===== src/rtl/simon_input_checker_btn_debouncer.sv =====
// rtl/simon_input_checker_btn_debouncer.sv - 2-FF synchronizer plus stability counter for one button
module btn_debouncer #(
  parameter int DEBOUNCE_CYCLES = 1_000_000
) (
  input  logic clk_i,
  input  logic rst_n_i,
  input  logic btn_i,
  output logic btn_o
);
  localparam int CNT_W = (DEBOUNCE_CYCLES > 1) ? $clog2(DEBOUNCE_CYCLES + 1) : 1;
  localparam logic [CNT_W-1:0] CNT_LAST = CNT_W'(DEBOUNCE_CYCLES - 1);

  logic [1:0]       sync_q;
  logic [CNT_W-1:0] cnt_q, cnt_d;
  logic             db_q, db_d;

  // Count consecutive cycles at the new level; flip once the count completes
  always_comb begin
    cnt_d = '0;
    db_d  = db_q;
    if (sync_q[1] != db_q) begin
      if (cnt_q == CNT_LAST) begin
        db_d = sync_q[1];
      end else begin
        cnt_d = cnt_q + CNT_W'(1);
      end
    end
  end

  // Synchronizer, counter and debounced level registers
  always_ff @(posedge clk_i or negedge rst_n_i) begin
    if (!rst_n_i) begin
      sync_q <= 2'b00;
      cnt_q  <= '0;
      db_q   <= 1'b0;
    end else begin
      sync_q <= {sync_q[0], btn_i};
      cnt_q  <= cnt_d;
      db_q   <= db_d;
    end
  end

  assign btn_o = db_q;

endmodule


===== config.mk =====
export PLATFORM = sky130hd
export DESIGN_NAME = btn_debouncer
export DESIGN_NICKNAME = d
export VERILOG_FILES = /design/src/rtl/simon_input_checker_btn_debouncer.sv
export SDC_FILE = /design/constraint.sdc
export NUM_CORES = 1
export LEC_CHECK = 0
export ABC_AREA = 0
export ABC_CLOCK_PERIOD_IN_PS = 3480
export CAP_MARGIN = 40
export CORE_MARGIN = 3
export CORE_UTILIZATION = 50
export DETAILED_ROUTE_END_ITERATION = 16
export MAX_ROUTING_LAYER = met4
export PLACE_DENSITY = 0.77
export SYNTH_ARGS = -nofsm -noshare
export SYNTH_HDL_FRONTEND = slang
export SYNTH_SLANG_ARGS = --single-unit

===== constraint.sdc =====
create_clock -name clk_i -period 3.48 [get_ports clk_i]
set_input_delay 0.696 -clock clk_i [delete_from_list [all_inputs] [get_ports clk_i]]
set_output_delay 0.696 -clock clk_i [all_outputs]
set_load 0.02 [all_outputs]

==> results of run 1 <==
cells by family (layout without fill, tap and decap cells):
family	after synthesis	after routing	share of synthesized area
muxes	1	1	0.01016
xor gates and xnor gates	16	16	0.1264
adders and majority gates	1	1	0.01128
buffers and inverters	9	15	0.03725
and+or+nand+nor	54	54	0.2494
AOI/OAI and AO/OA	6	6	0.04628
DFF	23	23	0.5192
layout make-up:
type / instances / area share
clock buffer: 3 / 0.01877
clock inverter: 1 / 0.004171
inverter: 7 / 0.02190
multi-input combinational: 78 / 0.4098
sequential: 23 / 0.4797
tap: 27 / 0.02815
timing repair buffer: 4 / 0.03754
final timing paths:
check / endpoint / slack [ns] / depth (start not counted)
setup / recovery: cnt_q[15] / 1.32 / 4
hold / removal: sync_q[1] / 0.39 / 0
setup reg to reg: cnt_q[15] / 1.32 / 4
hold reg to reg: sync_q[1] / 0.39 / 0
max in group asynchronous: cnt_q[2] / 2.29 / 2
min in group asynchronous: cnt_q[19] / 0.71 / 1
placed cells by master, fill, tap and decap left out, drive strengths merged, types with 2 or more instances in the layout:
cell type,n
a21oi,2
clkbuf,3
clkdlybuf4s50,3
dfrtp,23
inv,7
nand2,3
nand3,6
nand4,5
nor2,22
nor3,4
nor4,5
o21ai,2
or4,3
xnor2,13
xor2,3
per-stage QoR:
stage               hold slack [ns]  power (mW)    util  cells
floorplan                    0.3312      0.2881       -    110
global placement             0.3318      0.2959  0.5724    138
detailed placement           0.3633      0.2996  0.5798    139
CTS                          0.3933      0.4232  0.5934    143
global route                 0.4128      0.4333  0.5934    143
finish                       0.3862      0.4161  0.5934    143
power by group:
group | internal [mW] | total [mW] | leakage (nW) | switching, mW
clock | 0.0430 | 0.123 | 0.0177 | 0.0795
sequential | 0.271 | 0.275 | 0.314 | 0.00355
combinational | 0.00696 | 0.0189 | 0.133 | 0.0119
total | 0.321 | 0.416 | 0.465 | 0.0950
routing by layer:
layer | wire length, um | GRT usage | vias to the layer above
met5 | 0 | - | -
met4 | 61 | 0.1191 | 0
met3 | 52 | 0.02535 | 7
met2 | 1033 | 0.2955 | 11
met1 | 869 | 0.2093 | 392
li1 | - | - | 392
worst reg2reg max path: stages (launching register included):
cell and delay [ns]:
dfrtp_1 0.44, or4_1 0.52, or4_4 0.52, o21ai_4 0.42, nor2_1 0.12
flip-flops by register name (all words and copies together) (netlist names):
| name | flops |
|---|---|
| cnt_q | 20 |
| sync_q | 2 |
| btn_o | 1 |
==> metrics.md, run 1 <==
| Metric | Value |
|---|---|
| Status | `finished, final reports clean` |
| Vias in the first global route | `829` |
| Global-route wire length before repair | `3532 um` |
| Peak Freq | `463.9 MHz` |
| Pin count of the biggest net entering global routing | `20` |
| Dpl ws | `1.344 ns` |
| Die W | `53.09 um` |
| Avg Cell Area, Syn | `slightly above 10 um2` |
| Post-DP Area | `0.001172 mm2` |
| Sum Neg Setup Slack | `0 ns` |
| Post-detail-place hpwl | `1463 um` |
| GP Congestion | `0.8535` |
| Critical path's slowest cell | `or4_1` |
| IO Port Bufs | `3` |
| Buf/Inv on CP | `0` |
| Drt drc | `0` |
| Design area | `0.001200 mm2` |
| VDD IR max | `0.0002295 V` |
| Post-synth ARST share | `1.000` |
| Biggest area consumer among synthesized cells | `dfrtp_1` |
| Worst Hold Class | `flop to flop` |
| N_diodes | `0` |
| Measured slew at the worst slew-check pin | `about 0.58 ns` |
| RSZ-0062 raised after global routing | `no` |
| Clock Tree Root | `clkbuf_4` |
| Ratio of cells with drive above 1 in the final layout | `0.09483` |
| Final Hold Viols | `0` |
| Multi-input logic area | `slightly below 500 um2` |
| Top FF cell, synth | `dfrtp_1` |
| Yosys reg bits | `23` |
| Tcrit/Tclk final | `0.6195` |
| Number of DRC markers in iteration 0 | `4` |
| Nets@finish | `121` |
| Final WS setup | `1.324 ns` |
| Crit-path leading delay family | `simple AND/OR/NAND/NOR gates` |
| Cts hold-fix bufs | `0` |
| Synth top cells by count | `23 x dfrtp_1, 22 x nor2_1, 13 x xnor2_1` |
| H-tree levels | `1` |
| PD cells | `346.8 mW/mm2` |
| Area Growth Syn to Fin | `8.239%` |
| Synth top area cells | `dfrtp_1 52%, xnor2_1 10%, nor2_1 7.4%` |
| Worst Setup End Kind | `flop` |
| Grt total ovfl | `0` |
| Total track usage | `0.1819` |
| Reg area | `575.6 um2` |
| Clk sink count | `23` |
| Post-synthesis sequential area ratio | `0.5192` |
| Layout Skew | `roughly 0.0088 ns` |
| Max_cap viols | `0` |
| Rows | `16` |
| CTS clk-pin slew, worst paths | `0.13 ns` |
| Starting Density | `0.5483` |
| Top-area cell type share of the netlist area | `0.5192` |
| Area of the die | `0.002818 mm2` |
| CP Data Required Time | `3.66 ns` |
| Area of the mapped netlist | `0.001109 mm2` |
| Cells after Synth | `110` |
| Drt wl/cell | `14.10 um` |
| CTS tree | `built` |
| Number of synthesis warnings | `0` |
| Post_cts resized | `0` |
| Setup bufs post-CTS | `0` |
| DR vias | `802` |
| Worst Path Arrival | `2.34 ns` |
| Critical Path Fanout Max | `19` |
| Static leakage | `0.4646 nW` |
| Critical R2R Launch | `cnt_q[12]` |
| IO Pins | `4` |
| Drt first pass iters | `4` |
| # fillers | `187` |
| Post-route ant nets | `0` |
| Chip height | `53.09 um` |
| Launch point of the worst path | `cnt_q[12]` |
| CP Cell Sequence | `or4_1, or4_4, o21ai_4, nor2_1` |
| Cts bufs inserted | `3` |
| Final WL | `2017 um` |
| Max Buffers Root-to-Sink | `2` |
| Final setup vio count | `0` |
| Final critical-path required period | `2.156 ns` |
| CP peak stage delay | `approximately 0.52 ns` |
| Initial antenna violation count | `0` |
| Worst Setup Start Kind | `flop` |
| Normalized max-slew margin | `0.6091` |
| WS Path Type | `flop to flop` |
| Distinct cells, synth | `27` |
| Via density | `5.608` |
| Post-Syn Nets | `114` |
| Clk_lat worst skew | `0.31 ns` |
| Pins Over Slew Limit | `0` |
| Most numerous cell in the Yosys netlist | `dfrtp_1` |
| Hold Startpoint | `sync_q[0]` |
| Total core area | `0.002022 mm2` |
| Post-synth EDFFs | `0` |
(Power assumes the default switching activity.)
==> run 2, diff against run 1 <==
--- a/config.mk
+++ b/config.mk
@@ -6,7 +6,7 @@
 export NUM_CORES = 1
 export LEC_CHECK = 0
 export ABC_AREA = 0
-export ABC_CLOCK_PERIOD_IN_PS = 3480
+export ABC_CLOCK_PERIOD_IN_PS = 2100
 export CAP_MARGIN = 40
 export CORE_MARGIN = 3
 export CORE_UTILIZATION = 50
==> constraint.sdc (replaced) <==
create_clock -name clk_i -period 2.1 [get_ports clk_i]
set_input_delay 0.42 -clock clk_i [delete_from_list [all_inputs] [get_ports clk_i]]
set_output_delay 0.42 -clock clk_i [all_outputs]
set_load 0.02 [all_outputs]
==> metrics.md, run 2 (synthesis results as in run 1) <==
| Metric | Value |
|---|---|
| GP Congestion | `0.8479 (-0.66%)` |
| Cts hold-fix bufs | `0 (unchanged)` |
| Vias in the first global route | `859 (+3.6%)` |
| Hold path depth | `0 (unchanged)` |
| H-tree levels | `1 (unchanged)` |
| Status | `finished, final reports clean` |
| Critical R2R Launch | `cnt_q[13]` |
| Post-DP Area | `0.001237 mm2 (+5.6%)` |
| Die W | `53.09 um (unchanged)` |
| PD cells | `552.3 mW/mm2 (+59%)` |
| DR vias | `825 (+2.9%)` |
| Pins Over Slew Limit | `0 (unchanged)` |
| Drt first pass iters | `5 (+1)` |
| # fillers | `174 (-7.0%)` |
| Post-detail-place hpwl | `1489 um (+1.8%)` |
| Measured slew at the worst slew-check pin | `0.4933 ns (-0.08774 ns)` |
| N_diodes | `0 (unchanged)` |
| Final setup vio count | `0 (unchanged)` |
| Area Growth Syn to Fin | `14.33%` |
| RSZ-0062 raised after global routing | `no` |
| Grt total ovfl | `0 (unchanged)` |
| Drt drc | `0 (unchanged)` |
| CTS clk-pin slew, worst paths | `0.13 ns (about the same)` |
| IO Port Bufs | `3 (unchanged)` |
| Rows | `16 (unchanged)` |
| Multi-input logic area | `491.7 um2 (unchanged)` |
| Via density | `5.464 (-2.6%)` |
| Max FFs per register | `20 (unchanged)` |
| CTS tree | `built` |
| Nets@finish | `129 (+6.6%)` |
| Number of DRC markers in iteration 0 | `12 (+8)` |
| Reg2Reg Depth | `4 (unchanged)` |
| WS Path Type | `flop to flop` |
| Total core area | `0.002022 mm2 (unchanged)` |
| Static leakage | `0.5019 nW (+8.0%)` |
| Pin count of the biggest net entering global routing | `24 (+20%)` |
| Final Hold Viols | `0 (unchanged)` |
| Worst Path Arrival | `2.21 ns (-0.13 ns)` |
| Layout Skew | `0.003965 ns (-0.004858 ns)` |
| Worst Hold Class | `flop to flop` |
| Post_cts resized | `0 (unchanged)` |
| WHS Endpoint | `sync_q[1]` |
| Worst Setup Start Kind | `flop` |
| Clk sink count | `23 (unchanged)` |
| Chip height | `53.09 um (unchanged)` |
| Ratio of cells with drive above 1 in the final layout | `0.1532 (+0.05840)` |
| Normalized max-slew margin | `0.6686 (+0.05954)` |
| Hold Startpoint | `sync_q[0]` |
| Initial antenna violation count | `0 (unchanged)` |
| Clock Tree Root | `clkbuf_4` |
| Reg-to-Reg End | `btn_o` |
| Final critical-path required period | `2.001 ns (-0.1546 ns)` |
| Drt wl/cell | `13.83 um (-1.9%)` |
| Tcrit/Tclk final | `0.9529 (+0.3335)` |
| Peak Freq | `499.7 MHz (+7.7%)` |
| Sum Neg Setup Slack | `0 ns (unchanged)` |
| Worst Setup End Kind | `flop` |
| Area of the die | `0.002818 mm2 (unchanged)` |
| Cts bufs inserted | `3 (unchanged)` |
| Commonest non-fill, non-tap cell in the layout | `dfrtp_1` |
| Final WL | `2089 um (+3.6%)` |
| Starting Density | `0.5483 (unchanged)` |
| Reg area | `575.6 um2 (unchanged)` |
| VDD IR max | `0.0005524 V (+140%)` |
| Post-route ant nets | `0 (unchanged)` |
| Most flop-heavy register | `cnt_q` |
| Total track usage | `0.1880 (+0.006124)` |
| Max Buffers Root-to-Sink | `2 (unchanged)` |
| CP Data Required Time | `2.31 ns (-1.35 ns)` |
| Final Total Pwr | `0.7000 mW (+68%)` |
| Global-route wire length before repair | `3650 um (+3.3%)` |
| FF-to-FF setup slack | `0.1 ns (-1.23 ns)` |
| IO Pins | `4 (unchanged)` |
| Design area | `0.001267 mm2 (+5.6%)` |
| Max_cap viols | `0 (unchanged)` |
| Clk_lat worst skew | `0.32 ns (about the same)` |
| Most frequent cells in the layout | `23 x dfrtp_1, 22 x nor2_1, 13 x xnor2_1, 8 x buf_4, 7 x inv_1` |
| Critical Path Fanout Max | `4 (-15)` |
| Setup bufs post-CTS | `0 (unchanged)` |
-- run 2: changes by cell type in the layout (fill, tap and decap cells not counted), sizes merged --
cell	previous run	this run
buf	1	9
clkinv	1	0
clkinvlp	0	1
-- run 2: area by class of cell --
| type | instances | area share |
|---|---|---|
| inverters | 7 | 0.02073 |
| clock inverters | 1 | 0.005923 |
| repair buffers | 12 | 0.08687 |
| multi-input cells | 78 | 0.3880 |
| well taps | 27 | 0.02665 |
| clock buffers | 3 | 0.01777 |
| flip-flops and latches | 23 | 0.4541 |
-- run 2: worst max-delay path by stage --
stage | from | to | slack [ns] | depth (start not counted)
finish | cnt_q[13] | btn_o | 0.1 | 4
global route | cnt_q[10] | btn_o | 0.008 | 4
CTS | cnt_q[10] | btn_o | 0.09 | 4
detailed placement | cnt_q[10] | btn_o | 0.12 | 4
global placement | cnt_q[12] | btn_o | 0.15 | 4
floorplan | cnt_q[12] | cnt_q[14] | 0.12 | 5
-- run 2: per-stage QoR --
step	cells	utilization	hold slack [ns]	setup WS [ns]
final	151	0.6269	0.3815	0.09886
after global routing	151	0.6269	0.3900	0.007644
after CTS	151	0.6269	0.3921	0.08757
after detailed placement	147	0.6120	0.3582	0.1170
after global placement	147	0.6120	0.3403	0.1471
after floorplan	110	-	0.1244	0.1231
-- run 2: per-layer routing --
layer,track usage,part of all wire
met1,0.2075,0.41
met4,0.04681,0.011
met5,-,0
met3,0.07324,0.053
met2,0.3182,0.52
-- run 2: power breakdown --
group	internal [mW]	switching, mW	total [mW]	leakage, nW
registers	0.449	0.00524	0.455	0.314
logic	0.0138	0.0196	0.0335	0.174
clock network	0.0728	0.139	0.212	0.0139
total	0.536	0.164	0.700	0.502
-- run 2: critical path: stages (launching register included) --
cell and delay, ns:
dfrtp_1 0.45, or4b_1 0.53, or4_4 0.46, nor2_1 0.11, mux2_2 0.34
